File: config.mk
export PLATFORM = sky130hd
export DESIGN_NAME = fleet_placer
export DESIGN_NICKNAME = d
export VERILOG_FILES = /design/src/rtl/fleet_placer.sv
export SDC_FILE = /design/constraint.sdc
export NUM_CORES = 1
export LEC_CHECK = 0
export CORE_ASPECT_RATIO = 1.75
export CORE_MARGIN = 4
export CORE_UTILIZATION = 35
export DETAILED_ROUTE_END_ITERATION = 10
export GPL_TIMING_DRIVEN = 0
export SYNTH_ARGS = -nofsm -noshare
export SYNTH_HDL_FRONTEND = slang
export SYNTH_SLANG_ARGS = --single-unit
File: constraint.sdc
create_clock -name clk_in -period 2.3 [get_ports clk_in]
set_clock_uncertainty 0.15 [all_clocks]
set_input_delay 0.46 -clock clk_in [delete_from_list [all_inputs] [get_ports clk_in]]
set_output_delay 0.46 -clock clk_in [all_outputs]
set_load 0.02 [all_outputs]
File: src/rtl/fleet_placer.sv
// Deployment-phase sequencer: walks the fleet largest class first, previews each ship
// and issues a single-cycle commit strobe to the board memory. The memory acknowledges
// within the same cycle. When the whole fleet is placed the game moves to shooting.
module fleet_placer #(
  parameter int unsigned N_SHIP4 = 1,
  parameter int unsigned N_SHIP3 = 2,
  parameter int unsigned N_SHIP2 = 3
) (
  input  logic       clk_in,
  input  logic       rst_in,
  input  logic       start_in,
  input  logic       left_btn,
  input  logic       right_btn,
  input  logic       ship_placed,
  output logic [1:0] play_status,
  output logic [3:0] dimension,
  output logic       direction,
  output logic       we,
  output logic [3:0] ships_left,
  output logic       place_err,
  output logic       fleet_done
);

  localparam logic [3:0] Cnt4Init  = 4'(N_SHIP4);
  localparam logic [3:0] Cnt3Init  = 4'(N_SHIP3);
  localparam logic [3:0] Cnt2Init  = 4'(N_SHIP2);
  localparam logic [3:0] TotalInit = 4'(N_SHIP4 + N_SHIP3 + N_SHIP2);

  typedef enum logic [1:0] {StIdle, StPlace, StCommit, StShoot} state_e;

  state_e     state_q, state_d;
  logic [3:0] cnt4_q, cnt4_d;
  logic [3:0] cnt3_q, cnt3_d;
  logic [3:0] cnt2_q, cnt2_d;
  logic [3:0] ships_left_q, ships_left_d;
  logic [3:0] dimension_q, dimension_d;
  logic       direction_q, direction_d;
  logic       we_q, we_d;
  logic       place_err_q, place_err_d;
  logic       fleet_done_q, fleet_done_d;
  logic [1:0] play_status_q, play_status_d;
  logic       lbtn_q, rbtn_q;
  logic       lclk, rclk;

  // Length of the first class that still has ships left; 0 when the fleet is empty.
  function automatic logic [3:0] first_dim(input logic [3:0] c4, input logic [3:0] c3,
                                           input logic [3:0] c2);
    if (c4 != 4'd0) return 4'd4;
    if (c3 != 4'd0) return 4'd3;
    if (c2 != 4'd0) return 4'd2;
    return 4'd0;
  endfunction

  assign lclk = left_btn & ~lbtn_q;
  assign rclk = right_btn & ~rbtn_q;

  // Next-state, counter and registered-output computation.
  always_comb begin
    state_d       = state_q;
    cnt4_d        = cnt4_q;
    cnt3_d        = cnt3_q;
    cnt2_d        = cnt2_q;
    ships_left_d  = ships_left_q;
    dimension_d   = dimension_q;
    direction_d   = direction_q;
    place_err_d   = 1'b0;
    we_d          = 1'b0;
    fleet_done_d  = 1'b0;
    play_status_d = 2'd0;

    unique case (state_q)
      StIdle: begin
        if (start_in) begin
          if (ships_left_q == 4'd0) begin
            state_d = StShoot;
          end else begin
            state_d     = StPlace;
            dimension_d = first_dim(cnt4_q, cnt3_q, cnt2_q);
          end
        end
      end
      StPlace: begin
        // A simultaneous right-click is dropped so the committed orientation matches
        // the one that was being previewed.
        if (lclk) begin
          state_d = StCommit;
        end else if (rclk) begin
          direction_d = ~direction_q;
        end
      end
      StCommit: begin
        if (ship_placed) begin
          case (dimension_q)
            4'd4:    cnt4_d = cnt4_q - 4'd1;
            4'd3:    cnt3_d = cnt3_q - 4'd1;
            4'd2:    cnt2_d = cnt2_q - 4'd1;
            default: ;
          endcase
          ships_left_d = ships_left_q - 4'd1;
          if (ships_left_q == 4'd1) begin
            state_d = StShoot;
          end else begin
            state_d     = StPlace;
            dimension_d = first_dim(cnt4_d, cnt3_d, cnt2_d);
          end
        end else begin
          place_err_d = 1'b1;
          state_d     = StPlace;
        end
      end
      StShoot: ;
      default: state_d = StIdle;
    endcase

    // Outputs are decoded from the next state so they line up with the state register.
    unique case (state_d)
      StPlace:  play_status_d = 2'd1;
      StCommit: begin
        play_status_d = 2'd1;
        we_d          = 1'b1;
      end
      StShoot: begin
        play_status_d = 2'd2;
        fleet_done_d  = 1'b1;
        dimension_d   = 4'd0;
      end
      default: begin
        play_status_d = 2'd0;
        dimension_d   = 4'd0;
      end
    endcase
  end

  // State, counters and output registers with synchronous reset.
  always_ff @(posedge clk_in) begin
    if (rst_in) begin
      state_q       <= StIdle;
      cnt4_q        <= Cnt4Init;
      cnt3_q        <= Cnt3Init;
      cnt2_q        <= Cnt2Init;
      ships_left_q  <= TotalInit;
      dimension_q   <= 4'd0;
      direction_q   <= 1'b0;
      we_q          <= 1'b0;
      place_err_q   <= 1'b0;
      fleet_done_q  <= 1'b0;
      play_status_q <= 2'd0;
      // Preset high so a button already held through reset is not seen as a click.
      lbtn_q        <= 1'b1;
      rbtn_q        <= 1'b1;
    end else begin
      state_q       <= state_d;
      cnt4_q        <= cnt4_d;
      cnt3_q        <= cnt3_d;
      cnt2_q        <= cnt2_d;
      ships_left_q  <= ships_left_d;
      dimension_q   <= dimension_d;
      direction_q   <= direction_d;
      we_q          <= we_d;
      place_err_q   <= place_err_d;
      fleet_done_q  <= fleet_done_d;
      play_status_q <= play_status_d;
      lbtn_q        <= left_btn;
      rbtn_q        <= right_btn;
    end
  end

  assign play_status = play_status_q;
  assign dimension   = dimension_q;
  assign direction   = direction_q;
  assign we          = we_q;
  assign ships_left  = ships_left_q;
  assign place_err   = place_err_q;
  assign fleet_done  = fleet_done_q;

endmodule

==> flow_summary.yaml <==
status:
  run_status: "complete, no violations"
synthesis:
  synth.distinct_cells: 42
  yosysWarnings: 0
  synth-edff-count: 0
  async_reset_ff_share_pct: 0
  synth_seq_area_share_pct: 38.0
  ys.flop_type: "dfxtp_1"
  syn_inst: 169
  synthesis.nets: 186
  synth_seq_cells: 28
  synthesis.area_um2: 1480
  syn_area_per_cell_um2: 8.73
clock_network:
  hold_buffers: 0
  h-tree-depth: 1
  clockBufferDepth: 2
  cts_root_buf: "clkbuf_8"
  clkSlewWorstSetupHoldPaths_ps: 100
  worstSkewPairLatency_ps: 280
  clock-sinks: 28
  cts_tree: "yes"
  cts_made_buffers: 3
sta:
  fmax_mhz: 450
  slew_headroom_pct: 64.2
  setup_tns_ps: 0
  tightest_slew_ps: 536
  finalCritPeriodShare_pct: 96.7
  hold_viol_final: 0
  finalSetupViolCount: 0
  hold_ws_ps: 375
  rsz0062_at_grt: "false"
  finalCriticalPeriod_ps: 2220
  final_max_slew_viol_count: 0
detailed_routing:
  antenna_left: 0
  vias_per_cell: 4.93
  drt-met1-wl_um: 1260
  wl_met2_um: 1560
  dr.pass1.iters: 4
  drt-initial-drc-count: 32
  vias: 1188
  drc: 0
  wl_um: 3030
  routedWlPerCell_um: 12.6
  routed.top_layer: "met4"
  met3_length_um: 126
hold_path:
  hold_end: "direction"
  min_from: "direction"
  hold_depth: 2
  min_path_type: "flip-flop to flip-flop"
critical_path:
  timing.rr.start: "cnt4_q[0]"
  path_depth: 5
  critPathLaunchType: "flip-flop"
  crit_slowest_cell: "or3_1"
  cp_slowest_stage_delay_ps: 420
  critPathBufInv: 0
  cp_cell_sequence: "or3_1, or3_4, a2111oi_4, o41ai_2, a2111oi_2"
  path_delay_family: "compound AO/OA/AOI/OAI gates"
  cp-end-kind: "flip-flop"
  crit_required_ps: 2320
  reg2regPathDepth: 5
  path_class: "flip-flop to flip-flop"
  timing.rr.end: "dimension[1]"
  r2r_setup_slack_ps: 80
  cp.arrival_ps: 2250
  cp_max_fo: 5
cells_and_area:
  area_growth_pct: 22.3
  fillers: 420
  multi_input_area_um2: 845
  n_antenna_cell: 0
  seqCellArea_um2: 572
  num-nets-final: 210
  layout-drive-gt1-share_pct: 10.9
floorplan:
  fp.dieH_um: 93.9
  design.portCount: 20
  row_count: 31
  dieArea_um2: 5360
  fp.dieW_um: 57.1
  coreArea_um2: 4110
  initial_core_util_pct: 35.9
grt:
  grt_pass1_vias: 1148
  gr-total-overflow: 0
  grt_pass1_wl_um: 5000
  grt_usage_pct: 12.0
  grt_antenna_before_repair: 0
  grt_max_degree: 16
place:
  globalplace.congestion: 0.726
  io_buffer_count: 17
  hpwl_um: 2260
job:
  drv_cap: 0
power_and_ir_drop:
  ir_worst_vdd_v: 0.000228
  p_leak_nw: 0.719
  power_density_nw_per_um2: 504
[metrics by stage]
step / instance area [µm²] / power [W] / std cells / utilization [%] / setup slack, ps
2_1_floorplan: 1490 / 0.000570 / 169 / - / 11.4
3_3_place_gp: 1720 / 0.000605 / 235 / 41.8 / -211
3_5_place_dp: 1720 / 0.000604 / 235 / 41.8 / -197
4_1_cts: 1810 / 0.000920 / 242 / 44.0 / 13.1
5_1_grt: 1800 / 0.000946 / 241 / 43.9 / 7.53
6_report: 1800 / 0.000909 / 241 / 43.9 / 75.9
[per-layer routing]
metal	GRT usage [%]	vias to the layer above
met5	0	-
li1	-	612
met1	12.8	549
met4	6.38	0
met2	21.7	22
met3	2.34	5
[worst reg2reg max path: stages, from the launching register on]
cell,delay (ps)
dfxtp_1,360
or3_1,420
or3_4,350
a2111oi_4,390
o41ai_2,150
a2111oi_2,290
[worst max-delay path by stage]
stage | startpoint | to | slack (ps)
global route | cnt4_q[0] | dimension[1] | 8
finish | cnt4_q[0] | dimension[1] | 80
detailed placement | ship_placed | dimension[0] | -200
global placement | ship_placed | dimension[2] | -210
floorplan | dimension[0] | dimension[1] | 10
CTS | cnt4_q[0] | dimension[1] | 10
[area by class of cell]
| class | count | share of cell area (%) |
|---|---|---|
| Multi-Input combinational cell | 122 | 46.8 |
| Sequential cell | 28 | 31.7 |
| Timing Repair Buffer | 21 | 11.1 |
| Tap cell | 49 | 3.40 |
| Clock buffer | 4 | 3.05 |
| Inverter | 11 | 2.29 |
| Buffer | 6 | 1.66 |
[cell usage in the layout (no fill, tap or decap), drive strengths merged, types with 2 or more instances in the layout]
cell           netlist  layout
a211oi               2       2
or2                  3       3
nand3                3       3
clkbuf               4       7
clkdlybuf4s50        0      17
buf                  4       7
xor2                 7       7
a31oi                3       3
dfxtp               28      28
a2111oi              2       2
inv                 11      11
nor3b                3       3
a211o                2       2
nor4                 3       3
nor2b                2       2
nand3b               4       4
ha                  11      11
xnor2                8       8
a21oi                5       5
nand2               11      11
and3                 2       2
nor2                25      25
nor3                 4       4
or3                  3       3
nand2b               5       5
[what timing repair did]
| item | CTS | global route |
|---|---|---|
| endpoints found under the setup margin | 1 | 3 |
| buffers inserted | 4 | 0 |
| resized for setup | 3 | 0 |
| pin swaps | 3 | 1 |
[state kept, by name, summed over array words and instances, names as in the netlist, 2 cells and up]
signal      count
cnt2_q          4
cnt3_q          4
cnt4_q          4
dimension       3
ships_left      4
state_q         2
[report_power, final]
group	internal (W)	total [W]	switching, W
clock	0.000153	0.000309	0.000156
combinational	0.0000462	0.0000985	0.0000523
sequential	0.000494	0.000501	0.00000731
total	0.000693	0.000909	0.000215
[cells in the mapped netlist (2+ instances only)]
cell | instances | area [µm²]
a21oi_1 | 5 | 25.0
or3_1 | 2 | 12.5
nand2b_1 | 5 | 31.3
dfxtp_1 | 28 | 561
or2_2 | 3 | 18.8
nor2b_1 | 2 | 12.5
xnor2_1 | 8 | 70.1
buf_4 | 2 | 15.0
xor2_1 | 7 | 61.3
and3_1 | 2 | 12.5
nor3b_1 | 3 | 22.5
a31oi_1 | 3 | 18.8
nand2_1 | 11 | 41.3
clkbuf_1 | 4 | 15.0
a211o_1 | 2 | 17.5
nor3_1 | 4 | 20.0
nand3b_1 | 4 | 30.0
ha_1 | 11 | 138
inv_1 | 11 | 41.3
a211oi_1 | 2 | 15.0
nor2_1 | 25 | 93.8
nor4_1 | 3 | 18.8
nand3_1 | 3 | 15.0
[kinds of logic after synthesis]
| kind of cell | after synthesis | share of synthesized area (%) |
|---|---|---|
| buffers and inverters | 19 | 5.43 |
| XOR/XNOR | 15 | 8.91 |
| AO/OA/AOI/OAI | 20 | 11.0 |
| multiplexers | 1 | 0.679 |
| flip-flops | 28 | 38.0 |
| AND/OR/NAND/NOR | 74 | 26.4 |
| other | 1 | 0.254 |
| adder cells (fa/ha/maj) | 11 | 9.33 |
Note: power is estimated with default switching activity, not from simulation.
